### config.mk
export PLATFORM = sky130hd
export DESIGN_NAME = mdu_iter
export DESIGN_NICKNAME = d
export VERILOG_FILES = /design/src/rtl/mdu_iter.sv
export SDC_FILE = /design/constraint.sdc
export NUM_CORES = 2
export LEC_CHECK = 0
export ABC_AREA = 1
export ABC_CLOCK_PERIOD_IN_PS = 9300
export CORE_MARGIN = 1.5
export CORE_UTILIZATION = 30
export CTS_BUF_LIST = sky130_fd_sc_hd__clkbuf_2 sky130_fd_sc_hd__clkbuf_4 sky130_fd_sc_hd__clkbuf_8
export DETAILED_ROUTE_END_ITERATION = 10
export MAX_ROUTING_LAYER = met4
export SETUP_SLACK_MARGIN = 0.4
export SLEW_MARGIN = 30
export SYNTH_ARGS = -nofsm -noshare
export SYNTH_HDL_FRONTEND = slang
export SYNTH_SLANG_ARGS = --single-unit
### constraint.sdc
create_clock -name clk -period 9.3 [get_ports clk]
set_clock_uncertainty 0.15 [all_clocks]
set_input_delay 1.395 -clock clk [delete_from_list [all_inputs] [get_ports clk]]
set_output_delay 1.395 -clock clk [all_outputs]
set_load 0.03 [all_outputs]
### src/rtl/mdu_iter.sv
`default_nettype none
// ============================================================================
//  Module   : mdu_iter
//  Purpose  : Multiply/divide unit for the E stage, holding architectural
//             HI/LO. Multiplies register the full product and pad to
//             MUL_CYCLES. Divides run one restoring quotient bit per cycle,
//             then a sign-fix cycle, then pad to DIV_CYCLES. Also provides
//             multiply-accumulate/subtract, defined divide-by-zero and
//             MIN/-1 results, and launch gating by a pending interrupt (Req).
//  Ports    : clk        - clock, all state on posedge
//             reset      - asynchronous active-low reset, clears all state
//             SrcA/SrcB  - rs/rt operands (SrcA also carries mthi/mtlo data)
//             Start      - launch MDUOP (mult/div/madd family) this cycle
//             MDUOP      - 1 mult,2 multu,3 div,4 divu,5 mthi,6 mtlo,
//                          7 madd,8 maddu,9 msub,10 msubu
//             ReadHILO   - 01 selects LO, 10 selects HI, else zero
//             Req        - pending interrupt/exception, blocks HI/LO changes
//             Busy       - operation in flight or being launched
//             MDUResult  - selected HI/LO, combinational from registers
//  Revision : 1.0  initial release
// ============================================================================
module mdu_iter #(
    parameter int WIDTH      = 32,
    parameter int MUL_CYCLES = 5,
    parameter int DIV_CYCLES = 34
) (
    input  logic             clk,
    input  logic             reset,
    input  logic [WIDTH-1:0] SrcA,
    input  logic [WIDTH-1:0] SrcB,
    input  logic             Start,
    input  logic [3:0]       MDUOP,
    input  logic [1:0]       ReadHILO,
    input  logic             Req,
    output logic             Busy,
    output logic [WIDTH-1:0] MDUResult
);

    localparam int CNT_MAX = (DIV_CYCLES > MUL_CYCLES) ? DIV_CYCLES : MUL_CYCLES;
    localparam int CNT_W   = $clog2(CNT_MAX + 1);
    // Counter value on the sign-fix edge: the WIDTH iteration edges come first.
    localparam logic [CNT_W-1:0] DIV_FIX_CNT = CNT_W'(DIV_CYCLES - WIDTH);

    generate
        if (DIV_CYCLES < WIDTH + 2) begin : g_div_cycles_check
            $error("mdu_iter: DIV_CYCLES must be at least WIDTH+2");
        end
        if (MUL_CYCLES < 1) begin : g_mul_cycles_check
            $error("mdu_iter: MUL_CYCLES must be at least 1");
        end
    endgenerate

    typedef enum logic [1:0] {
        S_IDLE = 2'd0,
        S_MUL  = 2'd1,
        S_DIV  = 2'd2
    } state_t;

    state_t             state;
    logic [CNT_W-1:0]   counter;
    logic [WIDTH-1:0]   hi, lo;
    logic [3:0]         op_q;
    logic [WIDTH-1:0]   op_a, op_b;
    logic [2*WIDTH-1:0] prod_q;
    logic [WIDTH-1:0]   quo, rem, dvs;
    logic               neg_q, neg_r, div_zero;

    logic               is_mul_op, is_div_op, launch_mul, launch_div, idle;
    logic               mul_signed, div_signed, a_neg, b_neg;
    logic [2*WIDTH-1:0] ext_a, ext_b, prod_comb, mul_p, mul_res;
    logic [WIDTH:0]     trial, diff;
    logic               trial_ge;

    assign idle       = (state == S_IDLE);
    assign is_mul_op  = MDUOP inside {4'd1, 4'd2, 4'd7, 4'd8, 4'd9, 4'd10};
    assign is_div_op  = MDUOP inside {4'd3, 4'd4};
    assign launch_mul = idle & Start & ~Req & is_mul_op;
    assign launch_div = idle & Start & ~Req & is_div_op;
    assign Busy       = ~idle | (Start & ~Req);

    always_comb begin
        MDUResult = '0;
        if (ReadHILO == 2'b01)      MDUResult = lo;
        else if (ReadHILO == 2'b10) MDUResult = hi;
    end

    // Sign/zero extension to 2W bits makes the low 2W bits of the product
    // correct for both signed and unsigned operands.
    assign mul_signed = op_q inside {4'd1, 4'd7, 4'd9};
    assign ext_a      = mul_signed ? {{WIDTH{op_a[WIDTH-1]}}, op_a} : {{WIDTH{1'b0}}, op_a};
    assign ext_b      = mul_signed ? {{WIDTH{op_b[WIDTH-1]}}, op_b} : {{WIDTH{1'b0}}, op_b};
    assign prod_comb  = ext_a * ext_b;
    // With a single busy cycle the product register has not been loaded yet.
    assign mul_p      = (MUL_CYCLES == 1) ? prod_comb : prod_q;

    always_comb begin
        mul_res = mul_p;
        case (op_q)
            4'd7, 4'd8:  mul_res = {hi, lo} + mul_p;
            4'd9, 4'd10: mul_res = {hi, lo} - mul_p;
            default:     mul_res = mul_p;
        endcase
    end

    // Restoring step: the borrow bit of the trial subtraction decides the
    // quotient bit, since the partial remainder is always below the divisor.
    assign trial    = {rem, quo[WIDTH-1]};
    assign diff     = trial - {1'b0, dvs};
    assign trial_ge = ~diff[WIDTH];

    assign div_signed = (MDUOP == 4'd3);
    assign a_neg      = div_signed & SrcA[WIDTH-1];
    assign b_neg      = div_signed & SrcB[WIDTH-1];

    always_ff @(posedge clk or negedge reset) begin
        if (!reset) begin
            state    <= S_IDLE;
            counter  <= '0;
            hi       <= '0;
            lo       <= '0;
            op_q     <= '0;
            op_a     <= '0;
            op_b     <= '0;
            prod_q   <= '0;
            quo      <= '0;
            rem      <= '0;
            dvs      <= '0;
            neg_q    <= 1'b0;
            neg_r    <= 1'b0;
            div_zero <= 1'b0;
        end else begin
            case (state)
                S_IDLE: begin
                    if (launch_mul) begin
                        op_q    <= MDUOP;
                        op_a    <= SrcA;
                        op_b    <= SrcB;
                        counter <= CNT_W'(MUL_CYCLES);
                        state   <= S_MUL;
                    end else if (launch_div) begin
                        op_q     <= MDUOP;
                        op_a     <= SrcA;
                        op_b     <= SrcB;
                        quo      <= a_neg ? -SrcA : SrcA;
                        dvs      <= b_neg ? -SrcB : SrcB;
                        rem      <= '0;
                        neg_q    <= a_neg ^ b_neg;
                        neg_r    <= a_neg;
                        div_zero <= (SrcB == '0);
                        counter  <= CNT_W'(DIV_CYCLES);
                        state    <= S_DIV;
                    end else if (!Req && MDUOP == 4'd5) begin
                        hi <= SrcA;
                    end else if (!Req && MDUOP == 4'd6) begin
                        lo <= SrcA;
                    end
                end
                S_MUL: begin
                    prod_q  <= prod_comb;
                    counter <= counter - CNT_W'(1);
                    if (counter == CNT_W'(1)) begin
                        {hi, lo} <= mul_res;
                        state    <= S_IDLE;
                    end
                end
                S_DIV: begin
                    counter <= counter - CNT_W'(1);
                    if (counter > DIV_FIX_CNT) begin
                        quo <= {quo[WIDTH-2:0], trial_ge};
                        rem <= trial_ge ? diff[WIDTH-1:0] : trial[WIDTH-1:0];
                    end else if (counter == DIV_FIX_CNT) begin
                        if (neg_q) quo <= -quo;
                        if (neg_r) rem <= -rem;
                    end
                    if (counter == CNT_W'(1)) begin
                        // Divide by zero returns all-ones quotient and the
                        // dividend as remainder; MIN/-1 falls out naturally.
                        hi    <= div_zero ? op_a : rem;
                        lo    <= div_zero ? '1 : quo;
                        state <= S_IDLE;
                    end
                end
                default: begin
                    state   <= S_IDLE;
                    counter <= '0;
                end
            endcase
        end
    end

endmodule
`default_nettype wire

* Word level (Yosys, flattened, before mapping)
Index checks and enable logic that the tools add are counted.
Storage, ports and cells: output and inout bits 33, logic and storage cells 140, input port bits 74, flip-flop bits (word level) 303
Operators by class: reduce and logical (&&, ||, !) cells 21, bitwise operators 13, multiplexer cells 48, $add $sub $neg 8, multipliers 1, magnitude comparators 1, eq/ne operators 34
Operator list (number):
- $mux 32 | 32
- $pmux 32 s3 | 2
- $mux 64 | 2
- $neg 32->32 | 4
- $pmux 32 s2 | 2
- $pmux 64 s2 | 1
- $add 64x64->64 | 1
- $mul 64x64->64 | 1
- $sub 64x64->64 | 1
- $sub 33x32->33 | 1
- $logic_not 32->1 | 1
- $eq 4x4->1 const B | 6
- $eq 4x3->1 const B | 5
- $mux 6 | 2
- $ne 2x2->1 const B | 6
- $ne 3x3->1 const B | 4
- $pmux 6 s2 | 1
- $reduce_and 5->1 | 2
- $eq 4x1->1 const B | 2
- $eq 4x2->1 const B | 2
- $mux 4 | 2
- $and 1x1->1 | 7
- $reduce_and 7->1 | 1
- $eq 6x1->1 const B | 1
- 21 further kinds | 37

* Logic depth before layout (Yosys ltp)
word-level depth 7, mapped depth 44, mapped depth without buffers 44

* Worst setup path before layout
Ideal clock, no wire load.
path kind register to register, start point register op_q[0], end point register prod_q[56] (netlist: mul_p[56]), setup slack -52 ps, clock period less this slack 9352 ps, library setup time 131 ps, required time 9019 ps, arrival time 9071 ps, path buffers 2, cell stages (with the launch flop) 36, path through dfrtp_1 -> nand2_1 -> inv_1 -> nand2_1 -> nand2_1 -> inv_2 -> clkbuf_1 -> buf_1 -> nor2_1 -> fa_1 -> inv_1 -> fa_1 -> inv_1 -> fa_1 -> inv_1 -> fa_1 -> inv_1 -> fa_1 -> fa_1 -> fa_1 -> fa_1 -> fa_1 -> inv_1 -> fa_1 -> inv_1 -> ha_1 -> nand2_1 -> nor2_1 -> inv_1 -> nor2_1 -> nand2_1 -> or2_2 -> nand3_1 -> nand2_1 -> nand3_1 -> o21ai_0
Between the ends: cells in the longest elaborated chain, start to end 4, elaborated cells between the ends (all ways) 7, those cells by class 1 x mul; 3 x eq/ne; 2 x mux; 1 x reduce/logical
RTL lines:
- start: declaration | RTL line 62 | logic [3:0] op_q;
- start signal: assignment | RTL line 121 | op_q <= '0;
- start signal: assignment | RTL line 135 | op_q <= MDUOP;
- start signal: assignment | RTL line 141 | op_q <= MDUOP;
- $eq 4x1->1, or another cell as far along | RTL line 89 | assign mul_signed = op_q inside {4'd1, 4'd7, 4'd9};
- $reduce_bool 3->1 * | RTL line 89
- $mux 64, on equally long branches | RTL line 90, 91
- $mul 64x64->64 * | RTL line 92 | assign prod_comb = ext_a * ext_b;
- end signal: assignment | RTL line 159 | prod_q <= prod_comb;
- end: declaration | RTL line 64 | logic [2*WIDTH-1:0] prod_q;
Every way passes the cells marked *; elsewhere a longest branch is shown, timed or not. A chain may end at the register's enable or synchronous reset.

* Worst setup path after layout
start point register op_q[0], end point register prod_q[61] (netlist: mul_p[61])
The elaborated chain is that of the path after synthesis.

==> results.sh <==
export IMPL_antenna_left=0
export IMPL_syn_nets=12437
export IMPL_drv_cap=0
export IMPL_start_kind="flop"
export IMPL_avgSynthCellArea_um2=7.32
export IMPL_yosysUniqueCellTypes=70
export IMPL_n_fill_cell=27426
export IMPL_synth_most_common_cell="inv_1"
export IMPL_core_area_um2=255000
export IMPL_finalCritPeriodShare_pct=94.1
export IMPL_path_clk_slew_ps=70
export IMPL_crit_type="reg -> reg"
export IMPL_routabilityCongestion=1.05
export IMPL_layoutNonFillerInstCount=14010
export IMPL_synthCells=10522
export IMPL_portBuffers=106
export IMPL_wl_met1_mm=125
export IMPL_arrival_ps=9220
export IMPL_hold_path_startpoint="dvs[22]"
export IMPL_dieArea_um2=260000
export IMPL_ys_top_cells_by_count="2772 x inv_1, 2539 x nand2_1, 1421 x fa_1"
export IMPL_cp_common_cell="fa_1"
export IMPL_r2r_start="op_q[0]"
export IMPL_cp_end_kind="flop"
export IMPL_numCtsBuffers=59
export IMPL_synthArstFlopShare_pct=100
export IMPL_cts_root_buffer="clkbuf_8"
export IMPL_relSlewSlack_pct=31.8
export IMPL_drc_errors=0
export IMPL_initial_core_util_pct=30.3
export IMPL_min_path_type="reg -> reg"
export IMPL_critPathMaxFanout=18
export IMPL_wl_met2_mm=131
export IMPL_h_tree_depth=2
export IMPL_synth_edf_count=0
export IMPL_cts_sinks=303
export IMPL_setup_viol=0
export IMPL_areaGrowthSynthToFinish_pct=11.6
export IMPL_rows=185
export IMPL_clock_latency_ps=720
export IMPL_synth_ff_type="dfrtp_1"
export IMPL_via_per_inst=4.89
export IMPL_slew_violations=0
export IMPL_grt_max_degree=97
export IMPL_fin_nets=12507
export IMPL_rsz0062_at_grt="yes"
export IMPL_cp_slowest_stage_delay_ps=590
export IMPL_ys_ff_latch=303
export IMPL_ios=107
export IMPL_max_slew_worst_pin_slew_ps=1010
export IMPL_overflow=0
export IMPL_yosysTopAreaCell="fa_1"
export IMPL_synth_top_area_share_pct=36.9
export IMPL_cts_tree="done"
export IMPL_fmax_ghz=0.114
export IMPL_cp_startpoint="op_q[0]"
export IMPL_hpwl_mm=246
export IMPL_hold_viol=0
export IMPL_ys_top_cells_by_area="fa_1 37%, inv_1 14%, nand2_1 12%"
export IMPL_crit_slowest_cell="fa_1"
export IMPL_die_w_um=510
export IMPL_status="complete, no violations"
export IMPL_ys_seq_area_share_pct=9.84
export IMPL_antenna_found_initial=9
export IMPL_ys_warn_count=0
export IMPL_wirelength_mm=290
export IMPL_met3_length_mm=23.0
export IMPL_min_period_ps=8750
export IMPL_highest_layer="met4"
export IMPL_grtUsageTotal_pct=23.0
export IMPL_vias=68439
export IMPL_routedWlPerCell_um=20.7
export IMPL_die_y_um=510
export IMPL_layout_drive_gt1_share_pct=7.45
export IMPL_grt_pass1_wl_mm=438
export IMPL_clockBufferDepth=3
export IMPL_netlist_area_um2=77000
export IMPL_grt_pass1_vias=68520
export IMPL_firstDrtPassIters=6
export IMPL_placedCellCount=13871
export IMPL_required_ps=9770
export IMPL_drt_iter0_markers=6758
## placed cells by master, fill, tap and decap left out, types with 17 or more instances in the layout
cell type        instances
nor2_2                  55
clkbuf_8                74
nor2_4                  28
a21boi_1                29
nor3_1                  57
xor2_1                 134
fa_1                  1381
nand2_2                 20
a21oi_2                 21
a31oi_1                 34
clkdlybuf4s50_1        105
ha_4                    18
o211ai_1                41
o21bai_1                31
nor2_1                 589
inv_1                 2733
o21ai_1                 49
buf_4                  259
buf_12                  35
inv_2                   59
nand3_1                400
fa_2                    40
a21oi_1                348
nand4_1                 75
dfrtp_1                293
xnor2_1                 34
or2_2                   35
o21ai_0                476
clkbuf_4                17
nand2_1               2523
nor4_1                  25
ha_1                   396
nand3b_1                18
## flip-flops by register name, summed over array words and instances, names as in the netlist
signal / count
hi: 32
quo: 32
div_zero: 1
neg_r: 1
state: 2
op_q: 4
rem: 32
op_a: 32
dvs: 32
counter: 6
neg_q: 1
mul_p: 64
lo: 32
op_b: 32
## per-stage QoR
step	setup WS (ps)	setup TNS [ps]	util (%)	hold slack, ps	cell area, um2
CTS	396	0	33.3	339	84800
global route	232	0	33.8	348	85900
detailed placement	-22.5	-22.5	32.7	324	83300
finish	546	0	33.8	332	85900
floorplan	411	0	-	303	77000
global placement	50.1	0	32.7	318	83300
## path summary, 6_finish.rpt
check	endpoint	slack (ps)	cells after the start
worst max-delay path	mul_p[61]	550	36
worst min-delay path	dvs[22]	330	2
worst max register to register	mul_p[61]	550	36
worst min register to register	dvs[22]	330	2
max in group asynchronous	op_b[5]	6440	3
min in group asynchronous	rem[5]	550	1
## kinds of logic (layout without fill, tap and decap cells)
group           after synthesis  count (layout)  share of synthesized area (%)
xor+xnor                    170             170                           1.93
fa+ha+maj                  1841            1841                           43.8
compound gates             1119            1119                           8.09
flops                       303             303                           9.84
simple gates               3881            3881                           20.6
other cells                   0               6                              0
buf+inv                    3208            3324                           15.7
## critical path, delay by kind of cell (launching register included)
kind            cells  cell delay [ps]
flops               1              420
buf+inv            13             1390
simple gates       11              950
compound gates      1              230
fa+ha+maj          11             5460
## routing by layer
layer	up-vias	track usage, %
met2	2791	35.9
met4	0	7.33
met5	-	-
met3	462	2.93
met1	34003	31.0
li1	31183	-
## area by class of cell
class	instances	area [um2]	share of cell area [%]
Multi-Input combinational cell	7011	58300	67.8
Inverter	2797	10500	12.2
Sequential cell	303	7590	8.84
Tap cell	3366	4210	4.90
Timing Repair Buffer	419	3970	4.61
Clock buffer	91	1150	1.33
Clock inverter	16	236	0.275
Antenna cell	6	15.0	0.0175
Timing Repair inverter	1	7.51	0.00873
## timing repair
action,in CTS,in global routing
pin swaps,4,75
endpoints found under the setup margin,22,32
setup buffers,3,22
hold endpoints to repair,0,0
hold buffers,0,0
cloned,0,1
resized for setup,29,276
Power is left out: the tool's default activity adds up to more than one toggle a clock period on the data nets, which glitch-free logic cannot reach.
